--- src/rtl/seq_gen_pkg.sv ---
// ---------------------------------------------------------------------------
// seq_gen_pkg
//   Shared definitions for the sequence/decode counter:
//   - MODE_* encodings of the 2-bit mode input
//   - act_e: the action the index register takes in a given cycle
//   - last_idx(): terminal index for a mode, limit and code width
// ---------------------------------------------------------------------------
package seq_gen_pkg;

    localparam logic [1:0] MODE_BIN  = 2'd0;
    localparam logic [1:0] MODE_GRAY = 2'd1;
    localparam logic [1:0] MODE_JOHN = 2'd2;
    localparam logic [1:0] MODE_RING = 2'd3;

    // One action per cycle, chosen by priority load > mode change > step > hold.
    typedef enum logic [2:0] {
        ACT_HOLD,
        ACT_LOAD,
        ACT_MODE,
        ACT_UP,
        ACT_DOWN
    } act_e;

    // Terminal index. Computed on 8 bits (the widest legal WIDTH); callers
    // truncate to their own width. Johnson's 2*width-1 always fits in width bits
    // for width >= 2.
    function automatic logic [7:0] last_idx(input logic [1:0] mode,
                                            input logic [7:0] limit,
                                            input int unsigned width);
        logic [7:0] res;
        case (mode)
            MODE_BIN,
            MODE_GRAY: res = limit;
            MODE_JOHN: res = 8'(2 * width - 1);
            default:   res = 8'(width - 1);
        endcase
        return res;
    endfunction

endpackage

--- src/rtl/seq_code_map.sv ---
// ---------------------------------------------------------------------------
// seq_code_map
//   Combinational map from sequence index to output code.
//   Ports:
//     idx   in  WIDTH  current sequence index
//     mode  in  2      code type (binary, Gray, Johnson, ring)
//     count out WIDTH  code for idx in the selected mode
// ---------------------------------------------------------------------------
module seq_code_map
    import seq_gen_pkg::*;
#(
    parameter int WIDTH = 4
) (
    input  logic [WIDTH-1:0] idx,
    input  logic [1:0]       mode,
    output logic [WIDTH-1:0] count
);

    localparam logic [WIDTH-1:0] ONES  = '1;
    localparam logic [WIDTH-1:0] W_IDX = WIDTH'(WIDTH);

    always_comb begin
        count = '0;
        case (mode)
            MODE_BIN:  count = idx;
            MODE_GRAY: count = idx ^ (idx >> 1);
            MODE_JOHN: begin
                // Fill phase sets idx low bits; drain phase clears low bits.
                if (idx <= W_IDX) begin
                    count = ~(ONES << idx);
                end else begin
                    count = ONES << (idx - W_IDX);
                end
            end
            default:   count = WIDTH'(1) << idx;
        endcase
    end

endmodule

--- src/rtl/seq_decode_counter.sv ---
// ---------------------------------------------------------------------------
// seq_decode_counter
//   Binary / Gray / Johnson / ring sequence generator with up/down stepping,
//   programmable terminal index, synchronous load and one-hot index decode.
//   Ports:
//     clk       in   1      rising-edge clock
//     rst       in   1      synchronous active-high reset
//     enable    in   1      step once per clock while high
//     up_dn     in   1      1 = increment, 0 = decrement
//     mode      in   2      0 binary, 1 Gray, 2 Johnson, 3 ring
//     limit     in   WIDTH  terminal index for binary/Gray
//     load      in   1      load load_val into the index
//     load_val  in   WIDTH  index to load
//     count     out  WIDTH  code for the current index
//     decode    out  DEC_W  one-hot of the current index
//     wrap      out  1      pulse: index wrapped on the last step
//     load_err  out  1      pulse: load_val beyond the terminal index rejected
// ---------------------------------------------------------------------------
module seq_decode_counter
    import seq_gen_pkg::*;
#(
    parameter int WIDTH = 4,
    parameter int DEC_W = 2 ** WIDTH
) (
    input  logic             clk,
    input  logic             rst,
    input  logic             enable,
    input  logic             up_dn,
    input  logic [1:0]       mode,
    input  logic [WIDTH-1:0] limit,
    input  logic             load,
    input  logic [WIDTH-1:0] load_val,
    output logic [WIDTH-1:0] count,
    output logic [DEC_W-1:0] decode,
    output logic             wrap,
    output logic             load_err
);

    logic [WIDTH-1:0] idx;
    logic [WIDTH-1:0] idx_nxt;
    logic [1:0]       mode_q;
    logic [1:0]       mode_q_nxt;
    logic             wrap_nxt;
    logic             load_err_nxt;
    logic [WIDTH-1:0] last;
    act_e             act;

    // Terminal index follows the registered mode; limit is used live.
    assign last = WIDTH'(last_idx(mode_q, 8'(limit), WIDTH));

    always_comb begin
        act = ACT_HOLD;
        if (load) begin
            act = ACT_LOAD;
        end else if (mode != mode_q) begin
            act = ACT_MODE;
        end else if (enable) begin
            act = up_dn ? ACT_UP : ACT_DOWN;
        end
    end

    always_comb begin
        idx_nxt      = idx;
        mode_q_nxt   = mode_q;
        wrap_nxt     = 1'b0;
        load_err_nxt = 1'b0;
        case (act)
            ACT_LOAD: begin
                if (load_val <= last) begin
                    idx_nxt = load_val;
                end else begin
                    idx_nxt      = '0;
                    load_err_nxt = 1'b1;
                end
            end
            ACT_MODE: begin
                idx_nxt    = '0;
                mode_q_nxt = mode;
            end
            ACT_UP: begin
                // >= also catches an index stranded above a lowered limit.
                if (idx >= last) begin
                    idx_nxt  = '0;
                    wrap_nxt = 1'b1;
                end else begin
                    idx_nxt = idx + 1'b1;
                end
            end
            ACT_DOWN: begin
                if (idx == '0) begin
                    idx_nxt  = last;
                    wrap_nxt = 1'b1;
                end else if (idx > last) begin
                    idx_nxt = last;
                end else begin
                    idx_nxt = idx - 1'b1;
                end
            end
            default: ;
        endcase
    end

    always_ff @(posedge clk) begin
        if (rst) begin
            idx      <= '0;
            mode_q   <= mode;
            wrap     <= 1'b0;
            load_err <= 1'b0;
        end else begin
            idx      <= idx_nxt;
            mode_q   <= mode_q_nxt;
            wrap     <= wrap_nxt;
            load_err <= load_err_nxt;
        end
    end

    seq_code_map #(
        .WIDTH (WIDTH)
    ) u_code_map (
        .idx   (idx),
        .mode  (mode_q),
        .count (count)
    );

    assign decode = DEC_W'(1) << idx;

endmodule

--- config.mk ---
export PLATFORM = sky130hd
export DESIGN_NAME = seq_decode_counter
export DESIGN_NICKNAME = d
export VERILOG_FILES = /design/src/rtl/seq_gen_pkg.sv /design/src/rtl/seq_code_map.sv /design/src/rtl/seq_decode_counter.sv
export SDC_FILE = /design/constraint.sdc
export NUM_CORES = 1
export LEC_CHECK = 0
export BUFFER_PORTS_ARGS = -buffer_cell sky130_fd_sc_hd__buf_2
export CAP_MARGIN = 10
export CORE_ASPECT_RATIO = 0.5
export CORE_MARGIN = 8
export CORE_UTILIZATION = 30
export DETAILED_ROUTE_END_ITERATION = 10
export PLACE_DENSITY = 0.54
export SLEW_MARGIN = 10
export SYNTH_ARGS = -nofsm -noshare
export SYNTH_HDL_FRONTEND = slang
export SYNTH_SLANG_ARGS = --single-unit
--- constraint.sdc ---
create_clock -name clk -period 2.51 [get_ports clk]
set_input_delay 0 -clock clk [delete_from_list [all_inputs] [get_ports clk]]
set_output_delay 0 -clock clk [all_outputs]
set_load 0.02 [all_outputs]
# --- Word level (Yosys, flattened, before mapping) ---
# Index checks and enable logic that the tools add are counted.
totals:
  input_bits: 15
  output_inout_bits: 22
  latch_bits: 0
  ram_bits: 0
  ff_bits: 8
  memories: 0
  romBits: 0
classes:
  magnitude_cmp: 4
  n_reduce_logical: 6
  n_addsub: 3
  n_bitwise: 3
  div: 0
  n_mul: 0
  mux: 18
  n_eq_ne: 7
  shift: 4
ops:
  columns: ["operator", "count"]
  rows:
  - ["4-bit two-way mux", 5]
  - ["4-bit case mux with 4 select lines", 1]
  - ["1-bit by 4-bit left shift with 16-bit output (first input constant)", 1]
  - ["3-bit two-way mux", 4]
  - ["4-bit case mux with 3 select lines", 1]
  - ["4-bit case mux with 2 select lines", 1]
  - ["4-bit by 4-bit left shift with 4-bit output (first input constant)", 2]
  - ["3-bit by 2-bit == test with 1-bit output (second input constant)", 2]
  - ["4-bit by 1-bit adder with 4-bit output (second input constant)", 1]
  - ["4-bit greater-or-equal comparator", 1]
  - ["4-bit greater-than comparator", 1]
  - ["4-bit by 3-bit less-or-equal comparator with 1-bit output (second input constant)", 1]
  - ["4-bit less-or-equal comparator", 1]
  - ["4-bit zero test", 1]
  - ["2-bit two-way mux", 2]
  - ["4-bit inverter", 1]
  - ["4-bit nonzero test", 1]
  - ["2-bit OR reduction", 2]
  - ["1-bit by 4-bit left shift with 4-bit output (first input constant)", 1]
  - ["4-bit by 1-bit subtractor with 4-bit output (second input constant)", 1]
  - ["4-bit by 3-bit subtractor with 4-bit output (second input constant)", 1]
  - ["4-bit by 3-bit bitwise XOR with 4-bit output", 1]
  - ["3-bit by 1-bit == test with 1-bit output (second input constant)", 1]
  - ["3-bit == test (second input constant)", 1]
  - ["other kinds (8)", 10]

# --- Longest topological paths before layout ---
# Gate-level depths: netlist (run 1).
depth:
  depth_word: 7
  ltp_mapped: 10
  depth_no_buf: 9

# --- Hierarchy ---
# Synthesis (run 1) repeated with hierarchy kept, for this count alone.
hier_totals:
  cells_unflattened: 157
  hier_area_um2: 1265.0
by_module_without_submodules:
  columns: ["mod", "seq_area_each_um2", "area_per_inst_um2", "cells_each", "n_inst"]
  rows:
  - ["seq_decode_counter", 180.2, 993.5, 111, 1]
  - ["seq_code_map", 0.0, 271.5, 46, 1]

# --- Worst setup path before layout (run 1) ---
# Ideal clock, no wire load.
synth_path:
  path_kind: "reg2reg"
  startpoint: "register mode_q[1]"
  endpoint: "register idx[0]"
  arrival_time_ps: 2123
  slack_ps: 256
  stages_incl_launch_ff: 10
  t_required_ps: 2379
  period_less_slack_ps: 2254
  setup_time_ps: 131
  cell_sequence: "edfxtp_1 > buf_2 > o21ai_0 > ha_1 > nand4_1 > a21oi_1 > a21oi_2 > mux2_4 > a222oi_1 > a211oi_1"
synth_between:
  elab_chain_cells: 7
  elab_cells_between_ends: 21
  cone_classes: "3 x order compare; 7 x eq/ne; 8 x mux; 3 x reduce/logical"
synth_rtl:
  columns: ["element", "line_no", "source"]
  rows:
  - ["from (decl)", "seq_decode_counter.sv:41", "logic [1:0] mode_q;"]
  - ["from (signal assigned)", "seq_decode_counter.sv:106", "mode_q <= mode;"]
  - ["from (signal assigned)", "seq_decode_counter.sv:111", "mode_q <= mode_q_nxt;"]
  - ["2-bit by 1-bit == test with 1-bit output / 2-bit zero test (equally long branches)", "seq_gen_pkg.sv:31", "case (mode)"]
  - ["2-bit OR reduction", "seq_gen_pkg.sv:31", null]
  - ["4-bit case mux with 2 select lines", "seq_gen_pkg.sv:31", null]
  - ["4-bit greater-than comparator", "seq_decode_counter.sv:93", "end else if (idx > last) begin"]
  - ["4-bit two-way mux", "seq_decode_counter.sv:93", null]
  - ["4-bit two-way mux", "seq_decode_counter.sv:90", "if (idx == '0) begin"]
  - ["4-bit case mux with 4 select lines", "seq_decode_counter.sv:67", "case (act)"]
  - ["to (signal assigned)", "seq_decode_counter.sv:110", "idx <= idx_nxt;"]
  - ["to (decl)", "seq_decode_counter.sv:39", "logic [WIDTH-1:0] idx;"]
# Several ways; a longest one is shown, not always the timed one.
# A chain may end at the register's enable or synchronous reset.

# --- Worst setup path after layout (run 1) ---
# Ends and elaborated chain as after synthesis.

==> run metrics, run 1 <==
post-route setup slack approximately 0.27 ns; initial antenna violation count 0; core area approximately 3800 um^2; max cap viols 0; Reg clk slew, reported paths around 0.050 ns; FF/Latch Area ~180 um^2; Final ANT Viol Nets 0; num rows 16; met2 Track Usage GR 0.1975; Via density 4.979; warnings from Yosys 0; unrepaired setup endpoints after global routing false; die area roughly 6200 um^2; crit path capture type register; Starting DRT DRC Count 55; Initial Util 0.3056; WHS Path Cells 2; startpoint class of the critical path register; routed vias between 1000 and 1500; # hold bufs at CTS 2; post-synthesis cell area 1162 um^2; min Tclk post-route approximately 2.2 ns; Final nets around 230; busiest grt layer met2; post-CTS setup buffer count 0; Final TNS setup 0 ns; largest net degree at the start of global routing 19; Max VDD drop between 0.2 and 0.3 mV; final-layout fill cell count between 400 and 500; outcome completed; # diodes 0; Synth cell types between 40 and 50; first-pass GRT wire length 5782 um; area grow syn2layout 29.71%; clk_skew a little over 0.008 ns; CP arrival 2.33 ns; vias in the first global route roughly 1200; layout cells sized above 1 0.3085; DP HPWL around 2800 um; Post-DP Area between 1000 and 1500 um^2; Mapped Cells roughly 140; GR Util All Layers 0.1125; Slew Limit Fails 0; Congestion Overflow GR 0; Die Y about 60 um; clock sinks 8; slew margin rel. 0.6369; Leak 0.7369 nW; Setup violations, final 0; syn nets between 150 and 200; met3 global-route usage 0.01935; CP Max Fanout 6; met1 usage 0.1457; Die X-Extent about 100 um; post-DR wirelength/cell between 10 and 15 um; fraction of the yosys area taken by sequential cells 0.1550; Post-synth EDFFs 2; Root Buffer Master clkbuf_8; Post-Place Worst Slack approximately 0.29 ns; final RePlAce weighted congestion 0.8261; Clock Tree Buf Depth 2; syn avg cell area about 8 um^2; Post-CTS Resized 0; period utilisation layout 0.8936; Inserted Clock Buffers 3; area of the multi-input gates approximately 940 um^2; Final Hold Fails 0; number of synthesized register bits 8; crit path kind register to register; CP required ~2.6 ns; DRC Markers 0; Routed Wire Length roughly 3400 um; # H-tree levels 1; Port Buffers 36; Skew-Pair Late Insertion Delay ~0.23 ns; Slew @ Worst Pin roughly 0.54 ns; Hold Path Class input port to register; Design Area, Final around 1500 um^2; ys flop type dfxtp_1; Power Density 411.9 nW/um^2; R2R depth 8; # IOs 37; TritonRoute pass-1 iters 4; Peak Freq 445.8 MHz; asr flop ratio synth 0; CTS tree built
## synthesized netlist by cell type (3+ instances only)
cell type   n  share of area
nor2b_1     5          0.027
o21ai_0     8          0.034
dfxtp_1     6           0.10
nand2_1    14          0.045
and3_1      3          0.016
a211oi_1    3          0.019
ha_1       21           0.23
a21oi_1    11          0.047
mux2i_1     3          0.026
nand4_1     4          0.022
and2_1      6          0.032
a31oi_1     3          0.016
nor2_1     13          0.042
inv_1       4          0.013
buf_2       4          0.017
## placed cells by master, fill, tap and decap left out, drive strengths merged, types with 2 or more instances in the layout
| cell type | n |
|---|---|
| xor2 | 2 |
| buf | 44 |
| mux2i | 3 |
| nor2b | 6 |
| o21ai | 9 |
| a221oi | 2 |
| nor2 | 14 |
| a31oi | 3 |
| dfxtp | 6 |
| nand4 | 4 |
| inv | 5 |
| o22ai | 2 |
| dlygate4sd3 | 2 |
| ha | 21 |
| o31ai | 2 |
| edfxtp | 2 |
| mux4 | 2 |
| and3 | 3 |
| a211oi | 3 |
| nand2 | 14 |
| clkbuf | 4 |
| nor3 | 2 |
| a22oi | 2 |
| a21oi | 12 |
| and2 | 6 |
## registers in the layout (all words and copies together), names as in the netlist
signal	count
mode_q	2
idx	4
load_err	1
wrap	1
## path summary, 6_finish.rpt
check / start / endpoint / slack [ns]
worst min register to register: idx[0]$_SDFFE_PP0P_ / idx[0]$_SDFFE_PP0P_ / 0.72
worst max-delay path: mode_q[1]$_DFFE_PP_ / idx[0]$_SDFFE_PP0P_ / 0.27
worst max register to register: mode_q[1]$_DFFE_PP_ / idx[0]$_SDFFE_PP0P_ / 0.27
worst min-delay path: rst / idx[1]$_SDFFE_PP0P_ / 0.03
## routing by layer
layer	part of all wire	vias up
li1	-	620
met1	0.49	555
met2	0.47	28
met3	0.040	2
met4	0.0073	0
met5	0	-
## cell families (layout without fill, tap and decap cells)
family	after synthesis	count (layout)	synth area share
and+or+nand+nor	56	56	0.2594
adders and majority gates	21	21	0.2260
DFF	8	8	0.1550
AOI/OAI and AO/OA	39	39	0.2196
buffers and inverters	11	55	0.03982
xor gates and xnor gates	3	3	0.02261
muxes	6	6	0.07750
## report_power, final
group,total (mW),internal (mW),leakage [nW],switching [mW]
combinational,0.310,0.133,0.645,0.177
sequential,0.149,0.142,0.0691,0.00697
clock,0.162,0.110,0.0228,0.0518
total,0.621,0.385,0.737,0.236
## critical path: stages, from the launching register on
cell	delay, ns
edfxtp_1	0.45
o21ai_0	0.36
ha_1	0.31
nand4_1	0.07
o21ai_0	0.08
a21oi_1	0.16
and2b_1	0.25
a222oi_1	0.35
a211oi_1	0.09
## layout make-up
class | instances | share of cell area
Tap cell | 54 | 0.04481
Inverter | 5 | 0.01245
Clock buffer | 4 | 0.02988
Timing Repair Buffer | 46 | 0.1726
Sequential cell | 8 | 0.1195
Multi-Input combinational cell | 125 | 0.6207
## stage by stage
step	std cells	hold WS [ns]	power (mW)	utilization
floorplan	144	0.06907	0.3637	-
global placement	236	0.2082	0.4579	0.3793
detailed placement	236	0.2142	0.4594	0.3793
CTS	242	0.03140	0.6271	0.3964
global route	242	0.06732	0.6706	0.3964
finish	242	0.03493	0.6211	0.3964
(Power assumes the default switching activity.)
==> inputs of run 2 (changes only) <==
--- a/config.mk
+++ b/config.mk
@@ -10,6 +10,7 @@
 export CORE_ASPECT_RATIO = 0.5
 export CORE_MARGIN = 8
 export CORE_UTILIZATION = 30
+export CTS_BUF_LIST = sky130_fd_sc_hd__clkbuf_8
 export DETAILED_ROUTE_END_ITERATION = 10
 export PLACE_DENSITY = 0.54
 export SLEW_MARGIN = 10
==> run 2 against run 1 <==
Net effect:
- final area unchanged
- non-clock buffer count unchanged
- clock-buffer cell count down 1
- cell count unchanged
- power down 0.61%
- critical endpoint unchanged
==> run metrics, run 2 (synthesis results as in run 1) <==
Die Y 60.02 um (unchanged); crit path cell chain o21ai_0 > ha_1 > nand4_1 > a21oi_1 > a21oi_2 > mux2_4 > a222oi_1 > a211oi_1 (was o21ai_0 > ha_1 > nand4_1 > o21ai_0 > a21oi_1 > and2b_1 > a222oi_1 > a211oi_1); final-layout fill cell count 406 (unchanged); Max VDD drop 0.2565 mV (was 0.2563 mV); Initial Util 0.3056 (unchanged); Final ANT Viol Nets 0 (unchanged); Die X-Extent 104.0 um (unchanged); Starting DRT DRC Count 55 (unchanged); # IOs 37 (unchanged); max cap viols 0 (unchanged); area grow syn2layout 29.71% (unchanged); clk_skew 0.008623 ns (was 0.008319 ns); DRC Markers 0 (unchanged); delay-heaviest family, CP compound AO/OA/AOI/OAI gates (unchanged); Clock Tree Buf Depth 2 (unchanged); Port Buffers 36 (unchanged); Slew @ Worst Pin 0.5372 ns (was 0.5410 ns); Skew-Pair Late Insertion Delay 0.23 ns (about the same); Final nets 225 (unchanged); most frequent cells in the layout buf_2, ha_1, nand2_1 (unchanged); # diodes 0 (unchanged); final RePlAce weighted congestion 0.8261 (unchanged); initial antenna violation count 0 (unchanged); routed vias 1206 (was 1205); largest net degree at the start of global routing 19 (unchanged); outcome completed (unchanged); Via density 4.983 (was 4.979); Inserted Clock Buffers 3 (unchanged); post-DR wirelength/cell 14.19 um (was 14.18 um); Slew Limit Fails 0 (unchanged); Slowest-stage cell, CP edfxtp_1 (unchanged); Pwr Total 0.6173 mW (was 0.6211 mW); WP buf/inv 0 (unchanged); GR Util All Layers 0.1125 (unchanged); num rows 16 (unchanged); Post-CTS Resized 0 (unchanged); Final TNS setup 0 ns (unchanged); period utilisation layout 0.8962 (was 0.8936); crit path capture type register (unchanged); CTS tree built (unchanged); biggest regs idx (4), mode_q (2) (unchanged); die area 6243 um^2 (unchanged); slew margin rel. 0.6394 (was 0.6369); clock sinks 8 (unchanged); first-pass GRT wire length 5782 um (unchanged); crit path kind register to register (unchanged); Biggest register idx (unchanged); Post-Route Utilization 0.3964 (unchanged); Setup violations, final 0 (unchanged); # H-tree levels 1 (unchanged); Final Hold Fails 0 (unchanged); CP required 2.60 ns (about the same); Routed Wire Length 3434 um (was 3431 um); Root Buffer Master clkbuf_8 (unchanged); Reg clk slew, reported paths 0.05 ns (about the same); vias in the first global route 1195 (unchanged); Hold Path Class input port to register (unchanged); Post-Place Worst Slack 0.2865 ns (unchanged); number of flip-flops in the largest register 4 (unchanged); unrepaired setup endpoints after global routing false (unchanged); Peak Freq 444.6 MHz (was 445.8 MHz); crit-path max cell delay 0.45 ns (about the same); Leak 0.7411 nW (was 0.7369 nW); most common cell after layout, fill and taps aside buf_2 (unchanged); CP Max Fanout 6 (unchanged); core area 3804 um^2 (unchanged); post-route setup slack 0.2606 ns (was 0.2669 ns); Power Density 409.4 nW/um^2 (was 411.9 nW/um^2); CP arrival 2.34 ns (was 2.33 ns); Congestion Overflow GR 0 (unchanged); TritonRoute pass-1 iters 4 (unchanged); DP HPWL 2780 um (unchanged); min Tclk post-route 2.249 ns (was 2.243 ns); startpoint class of the critical path register (unchanged); layout cells sized above 1 0.3085 (unchanged)
-- run 2: cell types whose count changed in the layout (fill, tap and decap cells not counted) --
cell,before,now
inv_1,4,5
clkbuf_1,1,0
-- run 2: power breakdown --
group / internal [mW] / switching [mW]
Sequential: 0.142 / 0.00701
Clock: 0.106 / 0.0520
Combinational: 0.133 / 0.177
Total: 0.381 / 0.236
-- run 2: worst reg2reg max path, stage by stage (launching register included) --
cell,delay [ns]
edfxtp_1,0.45
o21ai_0,0.36
ha_1,0.33
nand4_1,0.12
a21oi_1,0.06
a21oi_2,0.17
mux2_4,0.31
a222oi_1,0.22
a211oi_1,0.09
-- run 2: final cells by class --
cell class | instances | area [um^2] | area share
Sequential cell | 8 | 180.2 | 0.1195
Multi-Input combinational cell | 125 | 935.9 | 0.6207
Clock buffer | 3 | 41.29 | 0.02739
Tap cell | 54 | 67.56 | 0.04481
Clock inverter | 1 | 3.754 | 0.002490
Timing Repair Buffer | 46 | 260.3 | 0.1726
Inverter | 5 | 18.77 | 0.01245
-- run 2: per-stage QoR --
stage               std cells  hold slack, ns  cell area (um^2)
floorplan                 144         0.06907              1162
global placement          236          0.2082              1443
detailed placement        236          0.2142              1443
CTS                       242         0.03122              1508
global route              242         0.06717              1508
finish                    242         0.03633              1508
-- run 2: repair_timing --
item / CTS / global route
buffers inserted: 0 / 0
hold buffers: 2 / 0
hold endpoints to repair: 2 / 0
-- run 2: per-layer routing --
metal	wire, um	share of wire	track usage	vias up
met2	1599	0.47	0.1975	30
met3	112	0.033	0.01935	2
met1	1697	0.49	0.1457	554
met4	25	0.0073	0.01426	0
li1	-	-	-	620
met5	0	0	0	-
-- run 2: worst paths after layout --
kind                                           from                  end  slack (ns)  cells after the start
worst max-delay path            mode_q[1]$_DFFE_PP_  idx[0]$_SDFFE_PP0P_        0.26                      8
worst min-delay path                            rst  idx[1]$_SDFFE_PP0P_        0.04                      2
worst max register to register  mode_q[1]$_DFFE_PP_  idx[0]$_SDFFE_PP0P_        0.26                      8
worst min register to register  idx[0]$_SDFFE_PP0P_  idx[0]$_SDFFE_PP0P_        0.72                      3
